## config.mk

```make
export PLATFORM = sky130hd
export DESIGN_NAME = pc_fetch_unit
export DESIGN_NICKNAME = d
export VERILOG_FILES = /design/src/rtl/pc_fetch_unit.sv
export SDC_FILE = /design/constraint.sdc
export NUM_CORES = 1
export LEC_CHECK = 0
export BUFFER_PORTS_ARGS = -buffer_cell sky130_fd_sc_hd__buf_2
export CAP_MARGIN = 10
export CELL_PAD_IN_SITES_DETAIL_PLACEMENT = 2
export CELL_PAD_IN_SITES_GLOBAL_PLACEMENT = 2
export CORE_UTILIZATION = 31
export DETAILED_ROUTE_END_ITERATION = 8
export PLACE_DENSITY = 0.82
export SLEW_MARGIN = 20
export SYNTH_ARGS = -nofsm -noshare
export SYNTH_HDL_FRONTEND = slang
export SYNTH_SLANG_ARGS = --single-unit
```

## constraint.sdc

```tcl
create_clock -name clk -period 6.1 [get_ports clk]
set_input_delay 0.305 -clock clk [delete_from_list [all_inputs] [get_ports clk]]
set_output_delay 0.305 -clock clk [all_outputs]
set_load 0.1 [all_outputs]
```

## src/rtl/pc_fetch_unit.sv

```systemverilog
// Program counter and instruction-fetch sequencer feeding the PC-increment adder.
// Issues word fetches over a req/ready handshake and hands words to decode via a valid/ready slot.
module pc_fetch_unit #(
   parameter logic [31:0] RESET_PC  = 32'h0000_0000,
   parameter logic [31:0] PC_STEP   = 32'd4,
   parameter logic [31:0] NOP_INSTR = 32'h0000_0013
) (
   input  logic        clk,
   input  logic        rst,
   input  logic        stall,
   input  logic        redirect,
   input  logic [31:0] redirect_pc,
   input  logic [31:0] pc_next_in,
   output logic [31:0] pc_out,
   output logic [31:0] step_out,
   output logic        imem_req,
   output logic [31:0] imem_addr,
   input  logic        imem_ready,
   input  logic [31:0] imem_rdata,
   output logic        instr_valid,
   output logic [31:0] instr_out,
   output logic [31:0] instr_pc,
   input  logic        decode_ready,
   output logic        misaligned
);

   // state | meaning
   // BOOT  | first cycle after reset release, no fetch issued
   // FETCH | normal sequential fetch
   // DRAIN | waiting to discard one response made stale by a redirect
   typedef enum logic [1:0] {
      BOOT  = 2'd0,
      FETCH = 2'd1,
      DRAIN = 2'd2
   } state_t;

   state_t      state;
   logic        outstanding;
   logic [31:0] drain_addr;
   logic        skid_valid;
   logic [31:0] skid_instr;
   logic [31:0] skid_pc;

   logic        slot_free;
   logic        issue;
   logic        accept;
   logic        consume;

   assign slot_free = !instr_valid || decode_ready;
   assign issue     = (state == FETCH) && !stall && !redirect && slot_free && !skid_valid;
   assign imem_req  = outstanding || issue;
   assign accept    = (state == FETCH) && imem_req && imem_ready && !redirect;
   assign consume   = instr_valid && decode_ready;

   assign step_out  = PC_STEP;
   // The stale request must keep its original address while pc_out already points at the target.
   assign imem_addr = (state == DRAIN) ? drain_addr : pc_out;

   always_ff @(posedge clk or posedge rst) begin
      if (rst) begin
         state       <= BOOT;
         pc_out      <= RESET_PC;
         outstanding <= 1'b0;
         drain_addr  <= 32'h0;
         instr_valid <= 1'b0;
         instr_out   <= NOP_INSTR;
         instr_pc    <= 32'h0;
         skid_valid  <= 1'b0;
         skid_instr  <= 32'h0;
         skid_pc     <= 32'h0;
         misaligned  <= 1'b0;
      end else begin
         misaligned <= 1'b0;
         if (imem_req) begin
            outstanding <= !imem_ready;
         end
         if (redirect) begin
            pc_out     <= {redirect_pc[31:2], 2'b00};
            misaligned <= |redirect_pc[1:0];
         end

         case (state)
            BOOT: begin
               state <= FETCH;
            end

            FETCH: begin
               if (redirect) begin
                  instr_valid <= 1'b0;
                  instr_out   <= NOP_INSTR;
                  skid_valid  <= 1'b0;
                  if (outstanding && !imem_ready) begin
                     state      <= DRAIN;
                     drain_addr <= pc_out;
                  end
               end else begin
                  if (accept) begin
                     pc_out <= pc_next_in;
                  end
                  if (accept && slot_free) begin
                     instr_valid <= 1'b1;
                     instr_out   <= imem_rdata;
                     instr_pc    <= pc_out;
                  end else if (accept) begin
                     skid_valid <= 1'b1;
                     skid_instr <= imem_rdata;
                     skid_pc    <= pc_out;
                  end else if (consume) begin
                     if (skid_valid) begin
                        instr_out  <= skid_instr;
                        instr_pc   <= skid_pc;
                        skid_valid <= 1'b0;
                     end else begin
                        instr_valid <= 1'b0;
                        instr_out   <= NOP_INSTR;
                     end
                  end
               end
            end

            DRAIN: begin
               if (imem_ready) begin
                  state <= FETCH;
               end
            end

            default: begin
               state <= BOOT;
            end
         endcase
      end
   end

endmodule

```

* After elaboration in Yosys (flattened, before gate mapping)
Index checks and enable logic that the tools add are counted.
Operators by class: $add $sub $neg 0, multiply operators 0, div/mod/pow operators 0, magnitude comparators 0, equal/unequal tests 9, shifts and indexed selects 0, multiplexer cells 28, bitwise gates (word level) 2, reduce and logical (&&, ||, !) cells 30
Operators with widths (number):
- two-way mux 32 bit | 14
- AND reduction 3 bit | 4
- logical AND 1 bit | 10
- two-way mux 1 bit | 10
- AND reduction 4 bit | 2
- two-way mux 2 bit | 3
- != test 2 bit (second input constant) | 3
- != test 3 x 2 -> 1 bit (second input constant) | 2
- one-hot mux 2 bit (3 select lines) | 1
- nonzero test 3 bit | 2
- zero test 1 bit | 5
- AND reduction 5 bit | 1
- != test 2 x 1 -> 1 bit (second input constant) | 2
- nonzero test 2 bit | 2
- equality test 2 x 1 -> 1 bit (second input constant) | 1
- equality test 2 bit (second input constant) | 1
- zero test 2 bit | 1
- logical OR 1 bit | 2
- inverter 1 bit | 2
- OR reduction 2 bit | 1
Word-level totals: flip-flop bits (word level) 198, latch bits 0, bits in writable memories 0, memory bits (read-only) 0, bits of input ports 102, output and inout port bits 163, word-level logic and storage cells 80, memories kept 0

* Logic depth before layout (Yosys ltp)
Gate-level depths: netlist (run 1).
word-level depth 12, mapped depth 7, depth with buffers taken out 4

* Least setup slack after synthesis (run 1)
OpenSTA, ideal clock, no wires.
kind register to register, start point reg instr_valid, end point reg outstanding, setup time 0.078 ns, arrival 3.772 ns, required time 6.022 ns, path slack 2.250 ns, stages on the path, launching flop included 5, buffers on the path 0, clock period less this slack 3.850 ns, cell sequence dfrtp_1 > nand2b_1 > nand2_1 > o31ai_1 > and2_1
On the way: cells in the longest elaborated chain, start to end 5
Ends and longest elaborated chain:
- start: declaration | line 20 | output logic instr_valid,
- start signal: assignment | line 65 | instr_valid <= 1'b0;
- start signal: assignment | line 89 | instr_valid <= 1'b0;
- start signal: assignment | line 101 | instr_valid <= 1'b1;
- zero test 1 bit | line 49 | assign slot_free = !instr_valid || decode_ready;
- logical OR 1 bit | line 49
- logical AND 1 bit (2 in a row) | line 50 | assign issue = (state == FETCH) && !stall && !redirect && slot_free && !skid_valid;
- logical OR 1 bit | line 51 | assign imem_req = outstanding || issue;
- named net imem_req | line 16 | output logic imem_req,
- end signal: assignment | line 75 | outstanding <= !imem_ready;
- end: declaration | line 38 | logic outstanding;
The timed path passes the listed nets, and every way through them passes these cells. A chain may end at the register's enable or synchronous reset.

* Worst setup path after layout (run 1)
start point reg state[0], end point out imem_req
On the way: cells in the longest elaborated chain, start to end 6
Ends and longest elaborated chain:
- start: declaration | line 37 | state_t state;
- start signal: assignment | line 61 | state <= BOOT;
- start signal: assignment | line 84 | state <= FETCH;
- start signal: assignment | line 93 | state <= DRAIN;
- equality test 2 x 1 -> 1 bit | line 50
- logical AND 1 bit (4 in a row) | line 50
- logical OR 1 bit | line 51
- end: declaration | line 16
Every way passes these cells.

==> results_dict.tcl, run 1 <==
set metrics [dict create \
    p_total_mw 4.57 \
    p_int_mw 2.53 \
    start_kind "flip-flop" \
    worstSkewPairLatency_ns 0.43 \
    via_count 6771 \
    avgRoutedWirePerCell_um 20.5 \
    grt_pass1_wl_um 43300 \
    relSlewSlack_pct 30.7 \
    worstSetupPathType "reg -> out" \
    clkTransAtPathRegs_ns 0.08 \
    hold_buffers 0 \
    htreeDepth 4 \
    grt_pass1_vias 7479 \
    netlist.top_cell.by_area "dfrtp_1" \
    slew_violations 0 \
    yosysSeqAreaShare_pct 52.2 \
    first_pass_iters 4 \
    dp_slack_ns 2.64 \
    synth_edf_count 0 \
    die_area_um2 31400 \
    hold_class "in -> async" \
    critPathTopFamily "buffers and inverters" \
    cpPeakStageDelay_ns 0.51 \
    die_height_um 177 \
    cts_tree "built" \
    portBuffers 232 \
    antenna_left 0 \
    synth-seq-cells 198 \
    cts_root_buf "clkbuf_16" \
    clkSinkCount 198 \
    tns_ns 0 \
    combPwrFrac_pct 37.3 \
    fillers 3125 \
    track_usage_pct 17.9 \
    synth_common_cells "dfrtp_1 (195), mux2_2 (146), mux2_4 (46)" \
    fin_util_pct 38.6 \
    cp_cell_sequence "nor3b_2 -> buf_4 -> nand2_1 -> o31ai_1 -> buf_2" \
    drive_gt1_share_pct 50.1 \
    drc 0 \
    rsz0062_at_grt "no" \
    switching_share_pct 44.7 \
    ir_drop_v 0.000170 \
    syn_area_per_cell_um2 12.7 \
    initial_utilization_pct 31.8 \
    synthToLayoutAreaGrowth_pct 21.5 \
    yosys_warnings 0 \
    cp_num_buf_inv 2 \
    drv_cap 0 \
    worst_pin_slew_ns 1.04 \
    sequentialPowerShare_pct 37.4 \
    synthCells 749 \
    p_sw_mw 2.04 \
    initialDrtViolationCount 300 \
    ys_async_sr_fraction_pct 100 \
    yosysUniqueCellTypes 39 \
    ios 265 \
    power.leakage_nw 5.56 \
    clk_path_buf_depth 2 \
    hold_viol 0 \
    stdcell_area_um2 11500 \
    worstPathRequired_ns 5.79 \
    grt_max_degree 125 \
    period_share_pct 46.8 \
    yosys.cell_count.top_type "dfrtp_1" \
    period_needed_ns 2.85 \
    status "finished, final reports clean" \
    core-area_um2 29900 \
    synthFlopType "dfrtp_1" \
    crit_arrival_ns 2.55 \
    p_per_area_nw_per_um2 396 \
    finalWorstSetupSlack_ns 3.25 \
    cts_setup_buffers 0 \
    antenna_found_initial 0 \
    synth.area.top_cells "dfrtp_1 (51%), mux2_2 (17%), mux2_4 (7.3%), o311a_1 (3.2%), o221ai_1 (2.7%)" \
    dpl_cell_area_um2 10900 \
    vias_per_cell 4.99 \
    dp_hpwl_um 18500 \
    critPathSlowestCell "buf_2" \
    setup_viol 0 \
    skew_ns 0.0163 \
    cts_buffers 17 \
    critPathMaxFanout 30 \
    end_kind "primary output" \
    rows 63 \
    routabilityCongestion 0.730 \
    synth_top_cell_area_share_pct 51.4 \
    n_antenna_cell 0 \
    routed_wl_um 27700 \
    fmax_ghz 0.350 \
    final_nets 1055 \
    grt_overflow 0 \
    netlist_area_um2 9500 \
    cts.repair.resized 0 \
    pwr-share-clk_pct 25.3 \
    fp.dieW_um 177 \
]
## state kept, by name (all words and copies together) (netlist names), 2 cells and up
register and count:
pc_out 32, skid_instr 32, drain_addr 32, state 2
instr_pc 32, instr_out 32, skid_pc 32
## routing by layer
layer / part of all wire [%] / wire (um) / track usage, % / vias up
met5: 0 / 0 / 0 / -
met4: 1.4 / 398 / 5.42 / 0
met3: 3.5 / 958 / 2.94 / 22
met2: 51 / 14200 / 31.0 / 133
met1: 44 / 12200 / 22.7 / 3569
li1: - / - / - / 3047
## power by group through the flow
stage / clock [mW] / sequential, mW / combinational [mW]
finish: 1.16 / 1.71 / 1.71
floorplan: 0 / 2.40 / 0.731
global placement: 0 / 1.71 / 1.69
detailed placement: 0 / 1.73 / 1.72
global route: 1.23 / 1.74 / 1.78
CTS: 1.19 / 1.71 / 1.72
## per-stage QoR
| stage | hold WS, ns | instances |
|---|---|---|
| 5_1_grt | 0.0963 | 1356 |
| 2_1_floorplan | 0.405 | 779 |
| 4_1_cts | 0.0793 | 1356 |
| 3_3_place_gp | 0.455 | 1324 |
| 6_report | 0.0419 | 1356 |
| 3_5_place_dp | 0.460 | 1324 |
## placed cells by master (no fill, tap or decap), drive strengths merged, types with 2 or more instances in the layout
master,instances
a21oi,5
and2,2
buf,244
clkbuf,18
clkinv,6
conb,32
dfrtp,195
dfstp,3
inv,44
mux2,192
mux2i,3
nand2,35
nand2b,32
nand3,2
nand4,29
nor2,4
nor2b,3
nor3,3
o21ai,4
o221ai,29
o22ai,3
o311a,30
o31ai,3
or3,31
## worst reg2reg max path, cell delays in order, from the launching register on
cell	delay [ns]
dfrtp_1	0.46
nand4bb_4	0.69
or3_4	0.86
mux2_4	0.46
mux2_4	0.25
## final cells by class
class	instances	area (um^2)	area share, %
Timing Repair Buffer	244	1250	10.8
Clock buffer	18	429	3.72
Inverter	38	150	1.30
Multi-Input combinational cell	454	4100	35.5
Sequential cell	198	4960	43.0
Clock inverter	14	164	1.42
Tap cell	390	488	4.23
## kinds of logic after synthesis
| kind of cell | synth area share (%) |
|---|---|
| other cells | 0.0790 |
| simple gates | 8.59 |
| compound gates | 7.44 |
| flops | 52.2 |
| buf+inv | 6.81 |
| mux | 24.9 |
## final timing paths
path	start	end	slack, ns	cells after the start
hold reg to reg	instr_out[1]	instr_out[1]	0.48	2
hold / removal	rst	misaligned	0.04	2
setup / recovery	state[0]	imem_req	3.25	5
max in group asynchronous	rst	instr_out[31]	4.46	3
min in group clk	imem_rdata[3]	instr_out[3]	0.10	3
setup reg to reg	state[1]	instr_pc[15]	3.26	4
Power figures use the tool's default switching activity.
==> run 2: changes to the inputs <==
--- a/config.mk
+++ b/config.mk
@@ -5,13 +5,14 @@
 export SDC_FILE = /design/constraint.sdc
 export NUM_CORES = 1
 export LEC_CHECK = 0
+export ABC_AREA = 1
 export BUFFER_PORTS_ARGS = -buffer_cell sky130_fd_sc_hd__buf_2
 export CAP_MARGIN = 10
 export CELL_PAD_IN_SITES_DETAIL_PLACEMENT = 2
 export CELL_PAD_IN_SITES_GLOBAL_PLACEMENT = 2
-export CORE_UTILIZATION = 31
+export CORE_UTILIZATION = 26
 export DETAILED_ROUTE_END_ITERATION = 8
-export PLACE_DENSITY = 0.82
+export PLACE_DENSITY = 0.8
 export SLEW_MARGIN = 20
 export SYNTH_ARGS = -nofsm -noshare
 export SYNTH_HDL_FRONTEND = slang
==> constraint.sdc (replaced) <==
create_clock -name clk -period 2.5 [get_ports clk]
set_input_delay 0.125 -clock clk [delete_from_list [all_inputs] [get_ports clk]]
set_output_delay 0.125 -clock clk [all_outputs]
set_load 0.1 [all_outputs]
==> results_dict.tcl, run 2 <==
set metrics [dict create \
    power.leakage_nw 6.94 \
    synth-seq-cells 198 \
    dp_slack_ns 0.398 \
    antenna_left 0 \
    ios 265 \
    end_kind "primary output" \
    yosys.cell_count.top_type "nand2_1" \
    period_needed_ns 2.36 \
    initialDrtViolationCount 357 \
    pwr-share-clk_pct 23.2 \
    yosys_warnings 0 \
    portBuffers 232 \
    first_pass_iters 4 \
    yosysUniqueCellTypes 25 \
    clkSinkCount 198 \
    finalWorstSetupSlack_ns 0.142 \
    initial_utilization_pct 26.5 \
    worstSkewPairLatency_ns 0.45 \
    antenna_found_initial 1 \
    worstSetupPathType "reg -> out" \
    cts_tree "built" \
    slew_violations 0 \
    cpPeakStageDelay_ns 0.48 \
    crit_arrival_ns 2.23 \
    fp.dieW_um 190 \
    hold_viol 0 \
    p_per_area_nw_per_um2 1050 \
    final_nets 1560 \
    track_usage_pct 19.5 \
    synth.area.top_cells "dfrtp_1 (53%), nand2_1 (17%), o21ai_0 (10%), inv_1 (5.6%), buf_4 (3.3%)" \
    final_cell_mix "nand2_1 (429), buf_2 (208), dfrtp_1 (194)" \
    drive_gt1_share_pct 22.4 \
    fmax_ghz 0.424 \
    skew_ns 0.0135 \
    grt_pass1_wl_um 54300 \
    synthCells 1158 \
    grt_pass1_vias 9784 \
    netlist_area_um2 9210 \
    hold_slack_ns 0.0297 \
    sequentialPowerShare_pct 34.5 \
    vias_per_cell 4.56 \
    syn_area_per_cell_um2 7.95 \
    clkTransAtPathRegs_ns 0.08 \
    drc 0 \
    critPathMaxFanout 36 \
    grt_overflow 0 \
    ys_async_sr_fraction_pct 100 \
    worst_pin_slew_ns 0.652 \
    setup_viol 0 \
    cp_cell_sequence "or2_2 -> buf_12 -> o21ai_0 -> buf_12" \
    fillers 3860 \
    ir_drop_v 0.000649 \
    core-area_um2 34700 \
    avgRoutedWirePerCell_um 17.9 \
    combPwrFrac_pct 42.3 \
    synthFlopType "dfrtp_1" \
    die_area_um2 36200 \
    dp_hpwl_um 21400 \
    p_sw_mw 6.32 \
    rows 68 \
    rsz0062_at_grt "no" \
    crit_top_cell "buf_12" \
    start_kind "flip-flop" \
    synth_top_cell_area_share_pct 53.0 \
    p_int_mw 7.15 \
    tns_ns 0 \
    netlist.top_cell.by_area "dfrtp_1" \
    status "finished, final reports clean" \
    yosysSeqAreaShare_pct 53.8 \
    hold_class "in -> reg" \
    period_share_pct 94.3 \
    cts_buffers 17 \
    worstPathRequired_ns 2.38 \
    drv_cap 0 \
    htreeDepth 4 \
    clk_path_buf_depth 2 \
    critPathSlowestCell "or2_2" \
    switching_share_pct 46.9 \
    via_count 8796 \
    synth_edf_count 0 \
    grt_max_degree 98 \
    relSlewSlack_pct 56.5 \
    layout_commonest_cell "nand2_1" \
    cts_root_buf "clkbuf_16" \
    routed_wl_um 34500 \
    routabilityCongestion 0.738 \
    synth_common_cells "nand2_1 (429), dfrtp_1 (195), o21ai_0 (193)" \
    p_total_mw 13.5 \
    die_height_um 190 \
    synthToLayoutAreaGrowth_pct 38.8 \
]
[run 2: changes by cell type in the layout (fill, tap and decap cells not counted), moves of 29 or more]
| cell | previous run | this run |
|---|---|---|
| mux2_4 | 46 | 0 |
| o221ai_1 | 29 | 0 |
| dlygate4sd3_1 | 0 | 89 |
| buf_12 | 0 | 31 |
| nand2b_1 | 31 | 0 |
| o311a_1 | 30 | 0 |
| nand2_1 | 35 | 429 |
| inv_1 | 37 | 137 |
| mux2_2 | 146 | 0 |
| or3_1 | 30 | 0 |
| o21ai_0 | 4 | 179 |
[run 2: logic make-up (layout without fill, tap and decap cells)]
| kind of cell | Yosys count | count (layout) | share of synthesized area [%] |
|---|---|---|---|
| buffers and inverters | 238 | 521 | 11.9 |
| other | 2 | 33 | 0.0816 |
| and+or+nand+nor | 467 | 467 | 19.9 |
| DFF | 198 | 198 | 53.8 |
| AOI/OAI and AO/OA | 253 | 253 | 14.3 |
[run 2: repair_timing]
action                                  4_1_cts  5_1_grt
buffers inserted                              0        2
hold buffers                                 88        1
endpoints found under the hold margin       206        1
endpoints found under the setup margin        0       21
gates resized for setup                       0        8
[run 2: final timing paths]
check                                startpoint       endpoint  slack (ns)  cells past startpoint
worst min-delay path            redirect_pc[18]     pc_out[18]        0.03                      3
min in group asynchronous                   rst    skid_pc[27]        0.31                      4
worst max register to register         state[1]     pc_out[21]        0.25                     10
max in group asynchronous                   rst  drain_addr[6]        1.63                      4
worst max-delay path                   state[0]  imem_addr[30]        0.14                      4
worst min register to register     instr_out[0]   instr_out[0]        0.47                      2
[run 2: metal layers]
metal,vias up,routed length [um],global-route usage (%),part of all wire (%)
met5,-,0,0,0
met4,0,527,4.34,1.5
met3,33,1290,4.00,3.7
met2,189,18000,35.7,52
met1,4434,14700,23.2,43
li1,4140,-,-,-
[run 2: power by group through the flow]
stage | logic [mW] | registers (mW) | clock network [mW]
after floorplan | 2.45 | 6.34 | 0
final | 5.70 | 4.65 | 3.13
after detailed placement | 5.49 | 4.69 | 0
after global placement | 5.33 | 4.62 | 0
after global routing | 6.08 | 4.75 | 3.34
after CTS | 5.66 | 4.63 | 3.22
[run 2: through the flow]
stage               instance area [um^2]  std cells  util, %
floorplan                           9370       1188        -
global placement                   11200       1803     32.2
detailed placement                 11200       1803     32.2
CTS                                12700       1923     36.7
global route                       12800       1926     36.8
finish                             12800       1927     36.8
[run 2: final cells by class]
cell class	count	area, um^2	share of cell area (%)
antenna	1	2.50	0.0196
clock inverter	14	213	1.66
sequential	198	4960	38.8
inverter	141	533	4.17
multi-input combinational	752	3350	26.2
clock buffer	18	439	3.44
tap	455	569	4.45
timing repair buffer	348	2710	21.2
[run 2: critical path: cells and delay by family (launching register included)]
kind | cells | cell delay, ns
AO/OA/AOI/OAI | 1 | 0.42
AND/OR/NAND/NOR | 1 | 0.48
buffers and inverters | 2 | 0.48
flip-flops | 1 | 0.40
==> run 3: changes to the inputs <==
--- a/config.mk
+++ b/config.mk
@@ -10,9 +10,10 @@
 export CAP_MARGIN = 10
 export CELL_PAD_IN_SITES_DETAIL_PLACEMENT = 2
 export CELL_PAD_IN_SITES_GLOBAL_PLACEMENT = 2
-export CORE_UTILIZATION = 26
+export CORE_UTILIZATION = 27
+export CTS_BUF_LIST = sky130_fd_sc_hd__clkbuf_4
 export DETAILED_ROUTE_END_ITERATION = 8
-export PLACE_DENSITY = 0.8
+export PLACE_DENSITY = 0.82
 export SLEW_MARGIN = 20
 export SYNTH_ARGS = -nofsm -noshare
 export SYNTH_HDL_FRONTEND = slang
==> results_dict.tcl, run 3 (synthesized netlist as in run 2, its figures left out) <==
set metrics [dict create \
    status "finished, final reports clean" \
    reg2regPathDepth 10 \
    rsz0062_at_grt "yes" \
    grt_max_degree 77 \
    setup_viol 0 \
    cts_tree "built" \
    cts_buffers 17 \
    slew_violations 0 \
    hold_viol 0 \
    final_cell_mix "nand2_1 (429), buf_2 (206), dfrtp_1 (194)" \
    worstSkewPairLatency_ns 0.64 \
    critPathMaxFanout 26 \
    start_kind "flip-flop" \
    worst_pin_slew_ns 0.840 \
    ios 265 \
    drc 0 \
    drv_cap 0 \
    dp_hpwl_um 21200 \
    initial_utilization_pct 27.5 \
    end_kind "flip-flop" \
    grt_overflow 0 \
    cts_root_buf "clkbuf_4" \
    htreeDepth 4 \
    clkTransAtPathRegs_ns 0.19 \
    dp.cells 1796 \
    power.leakage_nw 6.77 \
    die_height_um 187 \
    skew_ns 0.0389 \
    layout_commonest_cell "nand2_1" \
    relSlewSlack_pct 43.9 \
    track_usage_pct 20.9 \
    period_share_pct 95.3 \
    worstSetupPathType "reg -> reg" \
    final_nets 1571 \
    tns_ns 0 \
    fillers 3830 \
    period_needed_ns 2.38 \
    routed_wl_um 36200 \
    register_area_um2 4960 \
    ir_drop_v 0.000390 \
    portBuffers 232 \
    core-area_um2 33500 \
    rows 67 \
    crit_arrival_ns 2.92 \
    die_area_um2 34800 \
    drive_gt1_share_pct 22.1 \
    avgRoutedWirePerCell_um 18.7 \
    initialDrtViolationCount 360 \
    r2r_slack_ns 0.12 \
    first_pass_iters 5 \
    fp.dieW_um 187 \
    r2r_end "pc_out[5]" \
    routabilityCongestion 0.746 \
    worstPathRequired_ns 3.04 \
    grt_pass1_vias 10315 \
    fmax_ghz 0.420 \
    hold_class "in -> async" \
    clkSinkCount 198 \
    clk_path_buf_depth 2 \
    p_total_mw 12.0 \
    antenna_found_initial 4 \
    r2r_start "instr_valid" \
    grt_pass1_wl_um 57000 \
    synthToLayoutAreaGrowth_pct 34.2 \
    stdcell_count 1934 \
    p_per_area_nw_per_um2 972 \
    vias_per_cell 4.68 \
    multi_input_area_um2 3340 \
    antenna_left 0 \
    via_count 9058 \
]
[run 3: changes by cell type in the layout (fill, tap and decap cells not counted), moves of 4 or more]
cell	previous run	this run
buf_4	18	25
clkbuf_16	17	1
dlygate4sd3_1	89	101
bufinv_16	4	0
clkbuf_4	0	23
buf_12	31	15
[run 3: metal layers]
layer / vias up / routed length (um) / global-route usage [%] / share of wire (%)
li1: 4163 / - / - / -
met1: 4600 / 15200 / 24.2 / 42
met2: 241 / 18900 / 38.1 / 52
met3: 54 / 1180 / 3.71 / 3.3
met4: 0 / 888 / 7.91 / 2.5
met5: - / 0 / 0 / 0
[run 3: power breakdown]
group          switching [mW]  internal [mW]
Combinational            4.41           1.18
Clock                    1.31          0.454
Sequential              0.547           4.12
Total                    6.27           5.75
[run 3: worst max path at each step]
stage,startpoint,to
after floorplan,state[0],imem_addr[22]
after global placement,instr_valid,instr_out[5]
after detailed placement,instr_valid,instr_pc[3]
after CTS,state[1],imem_addr[18]
after global routing,state[0],imem_addr[23]
final,instr_valid,pc_out[5]
[run 3: area by class of cell]
type / instances / area share (%)
diodes: 4 / 0.0810
clock buffers: 18 / 1.09
clock inverters: 14 / 1.12
inverters: 141 / 4.31
multi-input cells: 752 / 27.1
flip-flops and latches: 198 / 40.1
well taps: 448 / 4.53
repair buffers: 359 / 21.7
[run 3: per-stage QoR]
stage          hold slack (ns)  util, %  area (um^2)  setup slack, ns
3_5_place_dp             0.326     32.7        11000            0.385
4_1_cts                  0.137     36.6        12300           0.0270
2_1_floorplan            0.188        -         9370           -0.598
3_3_place_gp             0.338     32.7        11000            0.500
6_report                 0.191     36.9        12400            0.117
5_1_grt                  0.179     36.9        12400         -0.00671
[run 3: critical path: stages (launching register included)]
cell           delay [ns]
dfrtp_2              0.45
inv_2                0.07
nor2_1               0.16
nor2_1               0.07
nand2_2              0.09
nand2_4              0.09
nand3_4              0.16
buf_8                0.24
o22ai_1              0.11
dlygate4sd3_1        0.59
a21oi_1              0.25
[run 3: what timing repair did]
| item | 4_1_cts | 5_1_grt |
|---|---|---|
| gates cloned | 0 | 1 |
| hold buffers | 101 | 0 |
| buffers inserted | 0 | 0 |
| resized for setup | 13 | 18 |
| setup endpoints to repair | 20 | 34 |
| endpoints found under the hold margin | 122 | 0 |
